<file path="src/rtl/io_map_pkg.sv">
// Memory map, data widths and ack FSM state encoding for the bird I/O controller.
package io_map_pkg;

  localparam int unsigned ADDR_W = 16;
  localparam int unsigned DATA_W = 16;

  localparam logic [ADDR_W-1:0] BEGINMEM   = 16'h0000;
  localparam logic [ADDR_W-1:0] ENDMEM     = 16'h01ff;
  localparam logic [ADDR_W-1:0] KEYPAD     = 16'h0900;
  localparam logic [ADDR_W-1:0] KEYPAD_ST  = KEYPAD + 16'd1;
  localparam logic [ADDR_W-1:0] SEVENSEG   = 16'h0b00;
  localparam logic [ADDR_W-1:0] TIMER      = 16'h0c00;
  localparam logic [ADDR_W-1:0] TIMER_ST   = TIMER + 16'd1;
  localparam logic [ADDR_W-1:0] BUTTON     = 16'h0d00;
  localparam logic [DATA_W-1:0] DEFAULT_RD = 16'hf345;

  typedef enum logic [1:0] {
    IDLE = 2'd0,
    ACK  = 2'd1,
    WAIT = 2'd2
  } ack_state_e;

endpackage

</file>
<file path="src/rtl/read_ack_fsm.sv">
// One registered ack pulse per read access; held accesses do not re-trigger.
module read_ack_fsm
  import io_map_pkg::*;
(
  input  logic clk,
  input  logic reset,
  input  logic hit,
  output logic ack
);

  ack_state_e state_q;
  ack_state_e state_d;
  logic       ack_d;
  // Previous hit; reset high so an access already present at reset release
  // is not mistaken for a fresh one.
  logic       hit_q;

  // State, ack and hit history registers.
  always_ff @(posedge clk or posedge reset) begin
    if (reset) begin
      state_q <= IDLE;
      ack     <= 1'b0;
      hit_q   <= 1'b1;
    end else begin
      state_q <= state_d;
      ack     <= ack_d;
      hit_q   <= hit;
    end
  end

  // Next state; ack is high exactly while the registered state is ACK.
  always_comb begin
    state_d = state_q;
    ack_d   = 1'b0;
    case (state_q)
      IDLE: begin
        if (hit && !hit_q) begin
          state_d = ACK;
          ack_d   = 1'b1;
        end
      end
      ACK:     state_d = hit ? WAIT : IDLE;
      WAIT:    if (!hit) state_d = IDLE;
      default: state_d = IDLE;
    endcase
  end

endmodule

</file>
<file path="src/rtl/io_ctrl.sv">
// Memory-mapped I/O controller: address decode, read mux, ack pulses,
// display latch and sticky pushbutton event register.
module io_ctrl
  import io_map_pkg::*;
(
  input  logic        clk,
  input  logic        reset,
  input  logic [15:0] address,
  input  logic [15:0] cpu_wdata,
  input  logic        memwt,
  output logic [15:0] cpu_rdata,
  input  logic [15:0] mem_rdata,
  output logic        mem_we,
  input  logic [15:0] kp_keyout,
  output logic        kp_ack,
  output logic        kp_statusordata,
  input  logic [15:0] tm_timeout,
  output logic        tm_ack,
  output logic        tm_statusordata,
  output logic [15:0] seg_data,
  input  logic        pushbutton
);

  logic in_ram;
  logic kp_hit;
  logic tm_hit;
  logic btn_hit;
  logic btn_ack;
  logic sync1;
  logic sync2;
  logic sync_prev;
  logic btn_fall;
  logic btn_pend;

  // Address decode; RAM range check by offset so it holds for any base.
  always_comb begin
    in_ram          = ADDR_W'(address - BEGINMEM) <= ADDR_W'(ENDMEM - BEGINMEM);
    kp_hit          = (address == KEYPAD) && !memwt;
    tm_hit          = (address == TIMER)  && !memwt;
    btn_hit         = (address == BUTTON) && !memwt;
    mem_we          = memwt && in_ram;
    kp_statusordata = (address == KEYPAD_ST);
    tm_statusordata = (address == TIMER_ST);
    btn_fall        = sync_prev && !sync2;
  end

  // CPU read-data mux.
  always_comb begin
    cpu_rdata = DEFAULT_RD;
    if (in_ram)
      cpu_rdata = mem_rdata;
    else if ((address == KEYPAD) || (address == KEYPAD_ST))
      cpu_rdata = kp_keyout;
    else if ((address == TIMER) || (address == TIMER_ST))
      cpu_rdata = tm_timeout;
    else if (address == BUTTON)
      cpu_rdata = {(DATA_W-1)'(0), btn_pend};
  end

  // Seven-segment display latch.
  always_ff @(posedge clk or posedge reset) begin
    if (reset)
      seg_data <= '0;
    else if (memwt && (address == SEVENSEG))
      seg_data <= cpu_wdata;
  end

  // Pushbutton synchronizer and previous-sample stage (idle level is high).
  always_ff @(posedge clk or posedge reset) begin
    if (reset) begin
      sync1     <= 1'b1;
      sync2     <= 1'b1;
      sync_prev <= 1'b1;
    end else begin
      sync1     <= pushbutton;
      sync2     <= sync1;
      sync_prev <= sync2;
    end
  end

  // Sticky button event; a new press beats a simultaneous read-clear.
  always_ff @(posedge clk or posedge reset) begin
    if (reset)
      btn_pend <= 1'b0;
    else if (btn_fall)
      btn_pend <= 1'b1;
    else if (btn_ack)
      btn_pend <= 1'b0;
  end

  read_ack_fsm u_kp_ack  (.clk(clk), .reset(reset), .hit(kp_hit),  .ack(kp_ack));
  read_ack_fsm u_tm_ack  (.clk(clk), .reset(reset), .hit(tm_hit),  .ack(tm_ack));
  read_ack_fsm u_btn_ack (.clk(clk), .reset(reset), .hit(btn_hit), .ack(btn_ack));

endmodule

</file>
<file path="config.mk">
export PLATFORM = sky130hd
export DESIGN_NAME = io_ctrl
export DESIGN_NICKNAME = d
export VERILOG_FILES = /design/src/rtl/io_map_pkg.sv /design/src/rtl/read_ack_fsm.sv /design/src/rtl/io_ctrl.sv
export SDC_FILE = /design/constraint.sdc
export NUM_CORES = 1
export LEC_CHECK = 0
export CAP_MARGIN = 20
export CORE_ASPECT_RATIO = 0.75
export CORE_MARGIN = 8
export CORE_UTILIZATION = 34
export CTS_CLUSTER_DIAMETER = 40
export DETAILED_ROUTE_END_ITERATION = 8
export PLACE_DENSITY = 0.78
export SETUP_SLACK_MARGIN = 0.1
export SYNTH_ARGS = -nofsm -noshare
export SYNTH_HDL_FRONTEND = slang
export SYNTH_SLANG_ARGS = --single-unit
</file>
<file path="constraint.sdc">
create_clock -name clk -period 2.61 [get_ports clk]
set_input_delay 0.261 -clock clk [delete_from_list [all_inputs] [get_ports clk]]
set_output_delay 0.261 -clock clk [all_outputs]
set_load 0.02 [all_outputs]
</file>
Word level (Yosys, flattened, before mapping) --
Index checks and enable logic that the tools add are counted.
Word-level totals: flip-flop bits (word level) 32, memories kept 0, bits in read-only memories 0, output and inout bits 37, bits in latches 0, bits in writable memories 0
Cells by class: reductions and logical operators 23, div/mod/pow operators 0, $add $sub $neg 0, muxes and demuxes 24, shift-type cells 0, multipliers 0, $lt $le $gt $ge 1, bitwise gates (word level) 0, equality and inequality tests 18
Operators with widths (count):
- equality test 16 x 12 -> 1 bit, second input constant | 6
- two-way mux 16 bit | 4
- two-way mux 2 bit | 9
- one-hot mux 2 bit (3 select lines) | 3
- less-or-equal comparator 16 x 9 -> 1 bit, second input constant | 1
- logical AND 1 bit | 9
- two-way mux 1 bit | 8
- equality test 2 x 1 -> 1 bit, second input constant | 3
- equality test 2 bit, second input constant | 3
- logical NOT 2 bit | 3
- inequality test 2 x 1 -> 1 bit, second input constant | 3
- inequality test 2 bit, second input constant | 3
- AND reduction 2 bit | 3
- logical NOT 1 bit | 5
- logical OR 1 bit | 2
- nonzero test 2 bit | 1

Logic depth before layout (Yosys ltp) --
depth in word-level cells 5, gate-level depth with buffers 6

Modules after synthesis --
From an unflattened synthesis, not the netlist that was laid out.
Second synthesis, totals: cells, all modules 154, area, all modules 1669.1 um^2
By module, submodules not included:
- io_ctrl | instances 1, cells each 127, area each 1256.2 um^2
- read_ack_fsm | instances 3, cells each 9, area each 137.6 um^2

Worst setup path before layout --
No wires, ideal clock.
kind input-to-output, start input address[12], end output cpu_rdata[12], path slack 380 ps, stages 5, path buffers 1, arrival 1969 ps, cells stage by stage or4_1 > clkbuf_1 > nor4_2 > nand3_1 > o221a_2
Between the ends: word-level cells in the longest chain between the ends 5
RTL lines:
- start: declaration | RTL line io_ctrl.sv:8 | input logic [15:0] address,
- branches (longest 4 deep; another with less-or-equal comparator 16 x 9 -> 1 bit)
- two-way mux 16 bit (*) | RTL line io_ctrl.sv:50 | if (in_ram)
- end: declaration | RTL line io_ctrl.sv:11 | output logic [15:0] cpu_rdata,
Every way passes the cells marked *.

Worst setup path in the final report --
start input address[12], end output cpu_rdata[6]
Same word-level chain as after synthesis.

==> results <==
==> power groups by stage <==
stage / combinational [mW] / clock [mW] / sequential, mW
4_1_cts: 0.184 / 0.364 / 0.502
2_1_floorplan: 0.0338 / 0 / 0.510
6_report: 0.187 / 0.347 / 0.502
3_5_place_dp: 0.181 / 0 / 0.510
5_1_grt: 0.201 / 0.379 / 0.502
3_3_place_gp: 0.179 / 0 / 0.510
==> synthesized netlist by cell type <==
master,instances,share of area (%)
a21o_1,4,1.8
nand4_1,1,0.38
nand2b_1,9,3.4
or4_4,1,0.67
a31oi_1,1,0.38
nand3_1,1,0.30
dfstp_2,6,9.4
nor4_2,4,3.0
nor4_4,1,1.3
o22ai_1,1,0.38
buf_2,1,0.30
and2_1,4,1.5
nand3b_1,1,0.45
nor3_1,1,0.30
nor2b_1,12,4.5
or4bb_1,1,0.67
a21oi_1,1,0.30
inv_1,5,1.1
a22oi_1,2,0.90
and3_1,3,1.1
or4_1,1,0.45
o21ai_0,3,0.90
nor4_1,5,1.9
xnor2_1,2,1.0
buf_6,1,0.67
a22o_1,6,3.1
mux2_2,16,11
dfrtp_1,26,39
nand2_1,7,1.6
o211ai_1,1,0.45
o221a_2,8,5.4
clkbuf_1,2,0.45
or3_1,1,0.38
nor2_1,3,0.67
or2_4,1,0.52
xor2_1,1,0.52
==> cell type report <==
| class | instances | area [µm²] | area share, % |
|---|---|---|---|
| clock buffers | 7 | 76.3 | 2.35 |
| clock inverters | 1 | 5.00 | 0.154 |
| inverters | 5 | 18.8 | 0.578 |
| multi-input cells | 103 | 870 | 26.8 |
| flip-flops and latches | 32 | 808 | 24.9 |
| well taps | 60 | 75.1 | 2.31 |
| repair buffers | 146 | 1390 | 42.9 |
==> logic make-up after synthesis <==
family,count (synthesis)
XOR/XNOR,3
AO/OA/AOI/OAI,27
flip-flops,32
multiplexers,16
AND/OR/NAND/NOR,57
buffers and inverters,9
==> through the flow <==
step | worst slack, ns | setup TNS, ns | utilization (%) | power (mW)
after floorplan | 0.380 | 0 | - | 0.544
after global placement | -0.433 | -6.09 | 64.2 | 0.689
after detailed placement | -0.462 | -6.63 | 64.2 | 0.692
after CTS | 0.0223 | 0 | 66.3 | 1.05
after global routing | 0.0920 | 0 | 67.4 | 1.08
final | 0.151 | 0 | 67.4 | 1.04
==> repair_timing <==
item / 4_1_cts / 5_1_grt
gates resized for setup: 61 / 45
setup buffers: 2 / 1
pin swaps: 1 / 4
endpoints found under the setup margin: 19 / 19
gates cloned: 0 / 2
==> per-layer routing <==
layer / wire length, µm / global-route usage, % / share of wire (%) / up-vias
li1: - / - / - / 830
met1: 2500 / 16.9 / 42 / 823
met2: 3140 / 26.5 / 52 / 44
met3: 215 / 3.67 / 3.6 / 13
met4: 145 / 6.28 / 2.4 / 0
met5: 0 / 0 / 0 / -
==> worst max-delay path by stage <==
stage / startpoint / to / slack (ns) / depth (start not counted)
after detailed placement: address[7] / cpu_rdata[13] / -0.46 / 7
after CTS: address[7] / kp_statusordata / 0.02 / 7
final: address[12] / cpu_rdata[6] / 0.15 / 9
after global routing: address[12] / cpu_rdata[6] / 0.09 / 9
after floorplan: address[12] / cpu_rdata[12] / 0.38 / 5
after global placement: address[7] / cpu_rdata[6] / -0.43 / 7
==> critical path, stage by stage <==
cell and delay (ns):
clkdlybuf4s50_1 0.40, or4_4 0.43, buf_6 0.15, nor4_4 0.31
buf_6 0.19, buf_4 0.11, nand2b_1 0.05, o221a_2 0.12
buf_2 0.16
==> registers in the layout (all words and copies together) (netlist names) <==
| name | cells |
|---|---|
| u_tm_ack.state_q | 2 |
| u_btn_ack.state_q | 2 |
| seg_data | 16 |
| u_btn_ack.hit_q | 1 |
| u_tm_ack.ack | 1 |
| sync2 | 1 |
| u_kp_ack.state_q | 2 |
| u_tm_ack.hit_q | 1 |
| btn_pend | 1 |
| u_btn_ack.ack | 1 |
| sync1 | 1 |
| u_kp_ack.ack | 1 |
| sync_prev | 1 |
| u_kp_ack.hit_q | 1 |
==> flow_summary.ini <==
[routing]
drt_first_pass_iters = 4
wl_per_cell_um = 16.9
wl_um = 5990
viasPerCell = 4.83
initialDrtViolationCount = 58
ant_nets = 0
drc_errors = 0
vias = 1710

[clock_network]
holdBufCountCts = 0
clkLatencyLatePin_ns = 0.28
root_buffer = clkbuf_8
clock-sinks = 32
path_clk_slew_ns = 0.06
clk_path_buf_depth = 2
numCtsBuffers = 5
tritoncts = done
h-tree-depth = 2

[timing]
timing.final.crit_share_pct = 94.2
layout_min_cycle_time_ns = 2.46
worstMarginPinSlew_ns = 0.388
max-slew-margin-rel_pct = 74.1
rsz0062_at_grt = false
fmaxAchievable_mhz = 407
fin_skew_ns = 0.00467
drv_slew = 0
hold_viol_final = 0
setup-violations-final = 0
whs_ns = 0.354

[finish]
layout_common_cells = clkdlybuf4s50_1 (98), dfrtp_1 (26), buf_4 (21), mux2_2 (16), nor2b_1 (12)
nets = 377
fill_cells = 379
stdcell_area_um2 = 3240
area_growth_pct = 94.4
drive_above_1_share_pct = 31.3
antenna_cells = 0
final_cells = 354
final_common_cell = clkdlybuf4s50_1

[grt]
grt_pass1_wl_um = 9150
grt_remaining_overflow = 0
grt_usage_pct = 15.0
antenna_found_initial = 0
grt_max_degree = 33
first_global_vias = 1775

[logic_synthesis]
synth_compound_area_share_pct = 13.6
yosys_warnings = 0
synth_top_family_by_area = simple AND/OR/NAND/NOR gates
synth_area_per_cell_um2 = 11.6
synth_simple_gate_area_share_pct = 23.0
syn_nets = 228
syn_area_um2 = 1670
yosysSeqAreaShare_pct = 48.4
synth_cell_types = 36
syn_inst = 144
synthXorXnorAreaFrac_pct = 1.57
ys_ff_latch = 32
synth.area.mux_share_pct = 10.8
synth_fa_ha_area_share_pct = 0

[power_and_ir_drop]
power_frac_comb_pct = 18.1
power_switching_uw = 216
p_clk_share_pct = 33.5
power.density_nw_per_um2 = 319
leakagePower_nw = 1.48
switching_share_pct = 20.9
peakVddDrop_mv = 0.337
seq_power_share_pct = 48.4
internal_power_uw = 820

[worst_setup_path]
startpoint_type = input pin
worstPathRequired_ns = 2.35
reg2regPathDepth = 2
reg2reg_slack_ns = 1.76
path_max_fanout = 6
cp.arrival_ns = 2.20
worstReg2RegEnd = u_kp_ack.ack$_DFF_PP0_
path_class = input pin to primary output
endpoint_kind = primary output
r2r_start = u_kp_ack.state_q[0]$_DFFE_PP0P_

[place]
placedInstanceArea_um2 = 3090
portBuffers = 120
dp_hpwl_um = 4760
place.gp.congestion = 0.840
dp.cells = 341

[status]
status = finished clean

[min_path]
worstHoldPathType = input pin to asynchronous set/reset pin

[floorplanning]
die_width_um = 96.9
ios = 121
core_area_um2 = 4820
die_y_um = 76.7
rows = 22
die_area_um2 = 7430
start_util_pct = 34.6

[run]
maxCapViolations = 0
Note: power is estimated with default switching activity, not from simulation.
